File: config.mk
export PLATFORM = sky130hd
export DESIGN_NAME = argmax_stream_ctrl
export DESIGN_NICKNAME = d
export VERILOG_FILES = /design/src/rtl/argmax_stream_ctrl.sv
export SDC_FILE = /design/constraint.sdc
export NUM_CORES = 1
export LEC_CHECK = 0
export ABC_AREA = 0
export BUFFER_PORTS_ARGS = -buffer_cell sky130_fd_sc_hd__buf_2
export CAP_MARGIN = 10
export CORE_MARGIN = 8
export CORE_UTILIZATION = 40
export DETAILED_ROUTE_END_ITERATION = 10
export PLACE_DENSITY = 0.76
export SLEW_MARGIN = 10
export SYNTH_ARGS = -nofsm -noshare
export SYNTH_HDL_FRONTEND = slang
export SYNTH_HIERARCHICAL = 1
export SYNTH_SLANG_ARGS = --single-unit
File: constraint.sdc
create_clock -name clk -period 1.9 [get_ports clk]
set_input_delay 0.38 -clock clk [delete_from_list [all_inputs] [get_ports clk]]
set_output_delay 0.38 -clock clk [all_outputs]
set_load 0.1 [all_outputs]
File: src/rtl/argmax_stream_ctrl.sv
// argmax_stream_ctrl
//   Streaming argmax over frames of unsigned M-bit elements delivered as
//   chunks of 2**S elements. Each chunk is reduced combinationally to a local
//   max/index. A running best is kept across up to 2**K chunks, and one
//   registered result per frame is presented on a valid/ready handshake.
//
// Ports
//   clk, rst_n      clock, async active-low reset
//   flush           synchronous abort of the partial frame (ignored in DONE)
//   in_valid/ready  chunk handshake; in_ready depends only on the state
//   in_data         chunk, element e at [M*(e+1)-1 : M*e]
//   in_last         chunk ends the frame
//   out_valid/ready result handshake
//   out_max/ind     frame maximum and its global element index
//   out_trunc       frame ended by the capacity limit rather than in_last

// One comparator node of the reduction tree. The right operand (higher
// element index) wins ties.
module argmax_node #(
  parameter int M  = 8,
  parameter int IW = 2
) (
  input  logic [M-1:0]  a_v,
  input  logic [IW-1:0] a_i,
  input  logic [M-1:0]  b_v,
  input  logic [IW-1:0] b_i,
  output logic [M-1:0]  o_v,
  output logic [IW-1:0] o_i
);
  logic sel_b;
  assign sel_b = (b_v >= a_v);
  assign o_v   = sel_b ? b_v : a_v;
  assign o_i   = sel_b ? b_i : a_i;
endmodule

module argmax_stream_ctrl #(
  parameter int S = 2,
  parameter int M = 8,
  parameter int K = 2
) (
  input  logic                clk,
  input  logic                rst_n,
  input  logic                flush,
  input  logic                in_valid,
  output logic                in_ready,
  input  logic [M*(2**S)-1:0] in_data,
  input  logic                in_last,
  output logic                out_valid,
  input  logic                out_ready,
  output logic [M-1:0]        out_max,
  output logic [S+K-1:0]      out_ind,
  output logic                out_trunc
);
  localparam int N = 2**S;

  typedef enum logic {ACC, DONE} st_t;

  st_t            st;
  logic [K-1:0]   cnt;
  logic [M-1:0]   best;
  logic [S+K-1:0] idx;

  // Reduction tree: level l holds N>>l candidates; level S is the chunk result.
  for (genvar l = 0; l <= S; l++) begin : lv
    localparam int NN = N >> l;
    logic [NN-1:0][M-1:0] v;
    logic [NN-1:0][S-1:0] ix;
    if (l == 0) begin : g_leaf
      for (genvar e = 0; e < N; e++) begin : g_el
        assign v[e]  = in_data[M*e +: M];
        assign ix[e] = S'(e);
      end
    end else begin : g_node
      for (genvar j = 0; j < NN; j++) begin : g_n
        argmax_node #(.M(M), .IW(S)) u_node (
          .a_v (lv[l-1].v[2*j]),
          .a_i (lv[l-1].ix[2*j]),
          .b_v (lv[l-1].v[2*j+1]),
          .b_i (lv[l-1].ix[2*j+1]),
          .o_v (v[j]),
          .o_i (ix[j])
        );
      end
    end
  end

  logic [M-1:0]   lmax;
  logic [S-1:0]   li;
  logic [S+K-1:0] gi;
  logic           take;
  logic [M-1:0]   nbest;
  logic [S+K-1:0] nidx;
  logic           hs;
  logic           fend;

  assign lmax  = lv[S].v[0];
  assign li    = lv[S].ix[0];
  assign gi    = {cnt, li};
  // First chunk of a frame loads unconditionally; later chunks win ties.
  assign take  = (cnt == '0) || (lmax >= best);
  assign nbest = take ? lmax : best;
  assign nidx  = take ? gi : idx;

  // Gated by rst_n so nothing is offered while reset is held.
  assign in_ready = (st == ACC) && rst_n;
  assign hs       = in_valid && in_ready;
  assign fend     = in_last || (cnt == '1);

  always_ff @(posedge clk or negedge rst_n) begin
    if (!rst_n) begin
      st        <= ACC;
      cnt       <= '0;
      best      <= '0;
      idx       <= '0;
      out_valid <= 1'b0;
      out_max   <= '0;
      out_ind   <= '0;
      out_trunc <= 1'b0;
    end else begin
      case (st)
        ACC: begin
          if (flush) begin
            cnt  <= '0;
            best <= '0;
            idx  <= '0;
          end else if (hs) begin
            best <= nbest;
            idx  <= nidx;
            if (fend) begin
              out_max   <= nbest;
              out_ind   <= nidx;
              out_trunc <= ~in_last;
              out_valid <= 1'b1;
              cnt       <= '0;
              st        <= DONE;
            end else begin
              cnt <= cnt + 1'b1;
            end
          end
        end
        DONE: begin
          if (out_ready) begin
            out_valid <= 1'b0;
            st        <= ACC;
          end
        end
        default: st <= ACC;
      endcase
    end
  end
endmodule

==> results by group <==
CTS
  • Clock Latency Late Sink: 0.28 ns
  • CTS tree: done
  • # hold bufs at CTS: 0
  • Worst-path clk slew: 0.06 ns
  • Clk sinks: 29
  • Cts bufs inserted: 5
  • Max Buffers Root-to-Sink: 2
  • H-tree Lvls: 2
  • Clock root buffer: clkbuf_8

Power and ir drop
  • Worst IR Drop VDD: 0.772 mV
  • Pwr per Cell Area: 956 nW/um2
  • Leak Pwr: 1.83 nW

Timing
  • Highest clock rate: 209 MHz
  • RSZ-0062 raised after global routing: yes
  • Fin crit period: 4.78 ns
  • Slew Limit Fails: 0
  • Setup violators final: 24
  • Period utilization: 251%
  • Final WS setup: -2.88 ns
  • Final hold violations: 0
  • Worst Skew: 0.00722 ns
  • Setup_tns: -67.60 ns

Worst setup path
  • Critical path type: in2reg
  • Crit-path cells: buf_12 -> inv_12 -> ha_4 -> nand2b_4 -> a2111o_1 -> a211oi_4 -> buf_6 -> mux2_2 -> ha_1 -> a211oi_1 -> nor2_1 -> a211oi_4 -> buf_4 -> mux2_4 -> ha_4 -> a21o_1 -> a211oi_2 -> and2_4 -> a21oi_4 -> buf_12 -> a22o_2
  • Startpoint Class: input port
  • Slowest CP cell: a2111o_1
  • Critical Path Sink Type: flip-flop
  • Critical Path AT: 4.95 ns
  • Crit Path Max Fanout: 11
  • Slowest stage delay, CP: 0.44 ns
  • WP data required: 2.07 ns

Global route
  • First-pass GRT wire length: 11,000 um
  • Vias in the first global route: 2,423
  • Initial antenna violation count: 0
  • Total global routing overflow: 0
  • GR Util All Layers: 15.1%
  • Largest net degree at the start of global routing: 22

Cells and area
  • Post-route insts no fill: 448
  • # diodes: 0
  • Area delta synth->final: 50.4%
  • Share of layout cells above drive strength 1: 52.3%
  • Nets: 442
  • Post-route cell area: 3800 um2

Placement
  • Cell Count Post-Placement: 433
  • Placement Cell Area: 3360 um2
  • Dpl hpwl: 5320 um
  • Port Buffers: 52
  • Worst slack, placed: -3.30 ns
  • RePlAce Congestion: 0.827

Yosys
  • Register area share after synthesis: 28.7%
  • Synth Area in Adders: 16.8%
  • Largest family of logic cells by synthesized area: compound AO/OA/AOI/OAI gates
  • XOR/XNOR share of the synthesized area: 0%
  • Mapped Cells: 264
  • Post-synthesis simple-gate area fraction: 9.15%
  • Syn Area/Cell: 9.58 um2
  • Multiplexer share of the synthesized area: 13.8%
  • Yosys cell types: 34
  • Mapped Area: 2530 um2
  • Synth Area in Compound Gates: 23.5%
  • YS warnings: 6
  • Synthesis-stage register bit count: 29

Floorplanning
  • Die height: 95.5 um
  • Core Box Area: 6240 um2
  • Die Area: 9130 um2
  • Initial core utilization: 40.5%
  • Die extent in x: 95.5 um
  • Io pins: 53
  • Row count: 29

Detailed routing
  • Drt total wl: 6810 um
  • DRT iter0 DRCs: 66
  • Via count: 2,321
  • Wirelength per Cell: 15.2 um
  • DR pass1 iterations: 4
  • Post-DR vias/cell: 5.18
  • Post-DRT Antenna Nets: 0
  • Residual DRC count: 0

Run status
  • Status: complete, but fails checks
  • Failing checks: setup timing

Run
  • Max-Cap Viols: 0

Hold path
  • Min-Delay Path Class: in2async
==> layer usage <==
metal	part of all wire (%)	GRT usage (%)	vias to the layer above	wire [um]
met5	0	0	-	0
met4	1.7	5.51	0	118
met3	4.3	2.60	11	295
met2	52	26.9	60	3530
met1	42	17.5	1090	2870
li1	-	-	1160	-
==> what timing repair did <==
item,CTS,global route
gates cloned,1,0
setup endpoints to repair,24,24
setup buffers,6,0
pin swaps,18,16
gates resized for setup,35,27
==> path summary, 6_finish.rpt <==
check | startpoint | to | slack (ns) | cells past startpoint
min | rst_n | out_ind[0]$_DFFE_PN0P_ | 0.11 | 2
min reg2reg | out_trunc$_DFFE_PN0P_ | out_trunc$_DFFE_PN0P_ | 0.47 | 2
max | in_data[24] | idx[0]$_DFFE_PN0P_ | -2.88 | 21
max reg2reg | best[6]$_DFFE_PN0P_ | idx[0]$_DFFE_PN0P_ | -0.06 | 8
min in group clk | out_ready | out_valid$_DFFE_PN0P_ | 0.28 | 2
max in group asynchronous | rst_n | out_max[5]$_DFFE_PN0P_ | 1.51 | 2
==> worst max-delay path, delay by kind of cell <==
kind | cells | cell delay, ns
AOI/OAI and AO/OA | 8 | 2.05
adders and majority gates | 3 | 0.70
muxes | 2 | 0.66
buffers and inverters | 5 | 0.64
and+or+nand+nor | 3 | 0.48
==> metrics by stage <==
stage / utilization [%] / total power [W] / hold slack (ns)
2_1_floorplan: - / 0.00232 / 0.0844
3_3_place_gp: 53.9 / 0.00281 / 0.417
3_5_place_dp: 53.9 / 0.00286 / 0.419
4_1_cts: 58.6 / 0.00357 / 0.113
5_1_grt: 61.0 / 0.00383 / 0.114
6_report: 61.0 / 0.00364 / 0.106
==> cells by family after synthesis <==
group / after synthesis
DFF: 29
AOI/OAI and AO/OA: 83
other: 2
and+or+nand+nor: 38
muxes: 31
adders and majority gates: 34
buffers and inverters: 47
==> layout by cell type (no fill, tap or decap), types with 3 or more instances in the layout <==
| cell | n |
|---|---|
| nand4_1 | 3 |
| a2111o_1 | 3 |
| nand2_1 | 5 |
| buf_2 | 49 |
| o21ai_0 | 8 |
| mux2_2 | 20 |
| nand2b_4 | 3 |
| a211oi_4 | 3 |
| clkbuf_8 | 7 |
| o21ai_2 | 8 |
| a22o_1 | 11 |
| a31oi_1 | 7 |
| dfrtp_1 | 29 |
| a21o_1 | 3 |
| ha_1 | 25 |
| a211oi_1 | 3 |
| a21oi_1 | 11 |
| buf_4 | 38 |
| buf_12 | 4 |
| conb_1 | 8 |
| o21ai_1 | 6 |
| inv_1 | 35 |
| ha_4 | 8 |
| a21oi_2 | 7 |
| nor2_1 | 17 |
| buf_6 | 9 |
| mux2_4 | 11 |
| a31oi_4 | 5 |
==> flip-flops by register name, summed over array words and instances (netlist names) <==
name,cells
best,8
idx,4
st,1
cnt,2
out_trunc,1
out_valid,1
out_ind,4
out_max,8
==> cells in the mapped netlist <==
| library cell | count | area, um2 |
|---|---|---|
| nand3_2 | 1 | 10.0 |
| mux2_2 | 31 | 349 |
| and3_1 | 1 | 6.26 |
| buf_2 | 3 | 15.0 |
| nor3_1 | 2 | 10.0 |
| a2111o_1 | 3 | 33.8 |
| nand4bb_4 | 1 | 27.5 |
| or3_1 | 1 | 6.26 |
| o31ai_1 | 1 | 7.51 |
| clkbuf_1 | 4 | 15.0 |
| and2_1 | 1 | 6.26 |
| dfrtp_1 | 29 | 726 |
| a21oi_1 | 19 | 95.1 |
| nand4_1 | 3 | 18.8 |
| o21ai_0 | 22 | 110 |
| a21o_2 | 1 | 8.76 |
| o21ai_2 | 1 | 8.76 |
| conb_1 | 2 | 7.51 |
| a211oi_1 | 4 | 30.0 |
| ha_1 | 34 | 425 |
| a2111oi_4 | 1 | 27.5 |
| buf_6 | 2 | 22.5 |
| nand2b_4 | 3 | 41.3 |
| a31oi_1 | 12 | 75.1 |
| and2b_2 | 1 | 8.76 |
| nor2_1 | 17 | 63.8 |
| inv_1 | 38 | 143 |
| nand2_1 | 5 | 18.8 |
| and3_2 | 1 | 7.51 |
| nor2b_1 | 1 | 6.26 |
| a211oi_4 | 3 | 60.1 |
| a21o_1 | 3 | 22.5 |
| a22o_2 | 2 | 20.0 |
| a22o_1 | 11 | 96.3 |
==> power by group <==
| group | switching, W | internal (W) | total, W |
|---|---|---|---|
| Clock | 0.000236 | 0.000327 | 0.000563 |
| Sequential | 0.0000743 | 0.000737 | 0.000811 |
| Combinational | 0.00143 | 0.000831 | 0.00226 |
| Total | 0.00174 | 0.00189 | 0.00364 |
==> layout make-up <==
cell class,count,area [um2]
clock buffers,7,96.3
inverters,38,160
clock inverters,1,5.00
flip-flops and latches,29,726
repair buffers,102,754
multi-input cells,194,1970
fillers,484,2440
well taps,77,96.3
(Power assumes the default switching activity.)
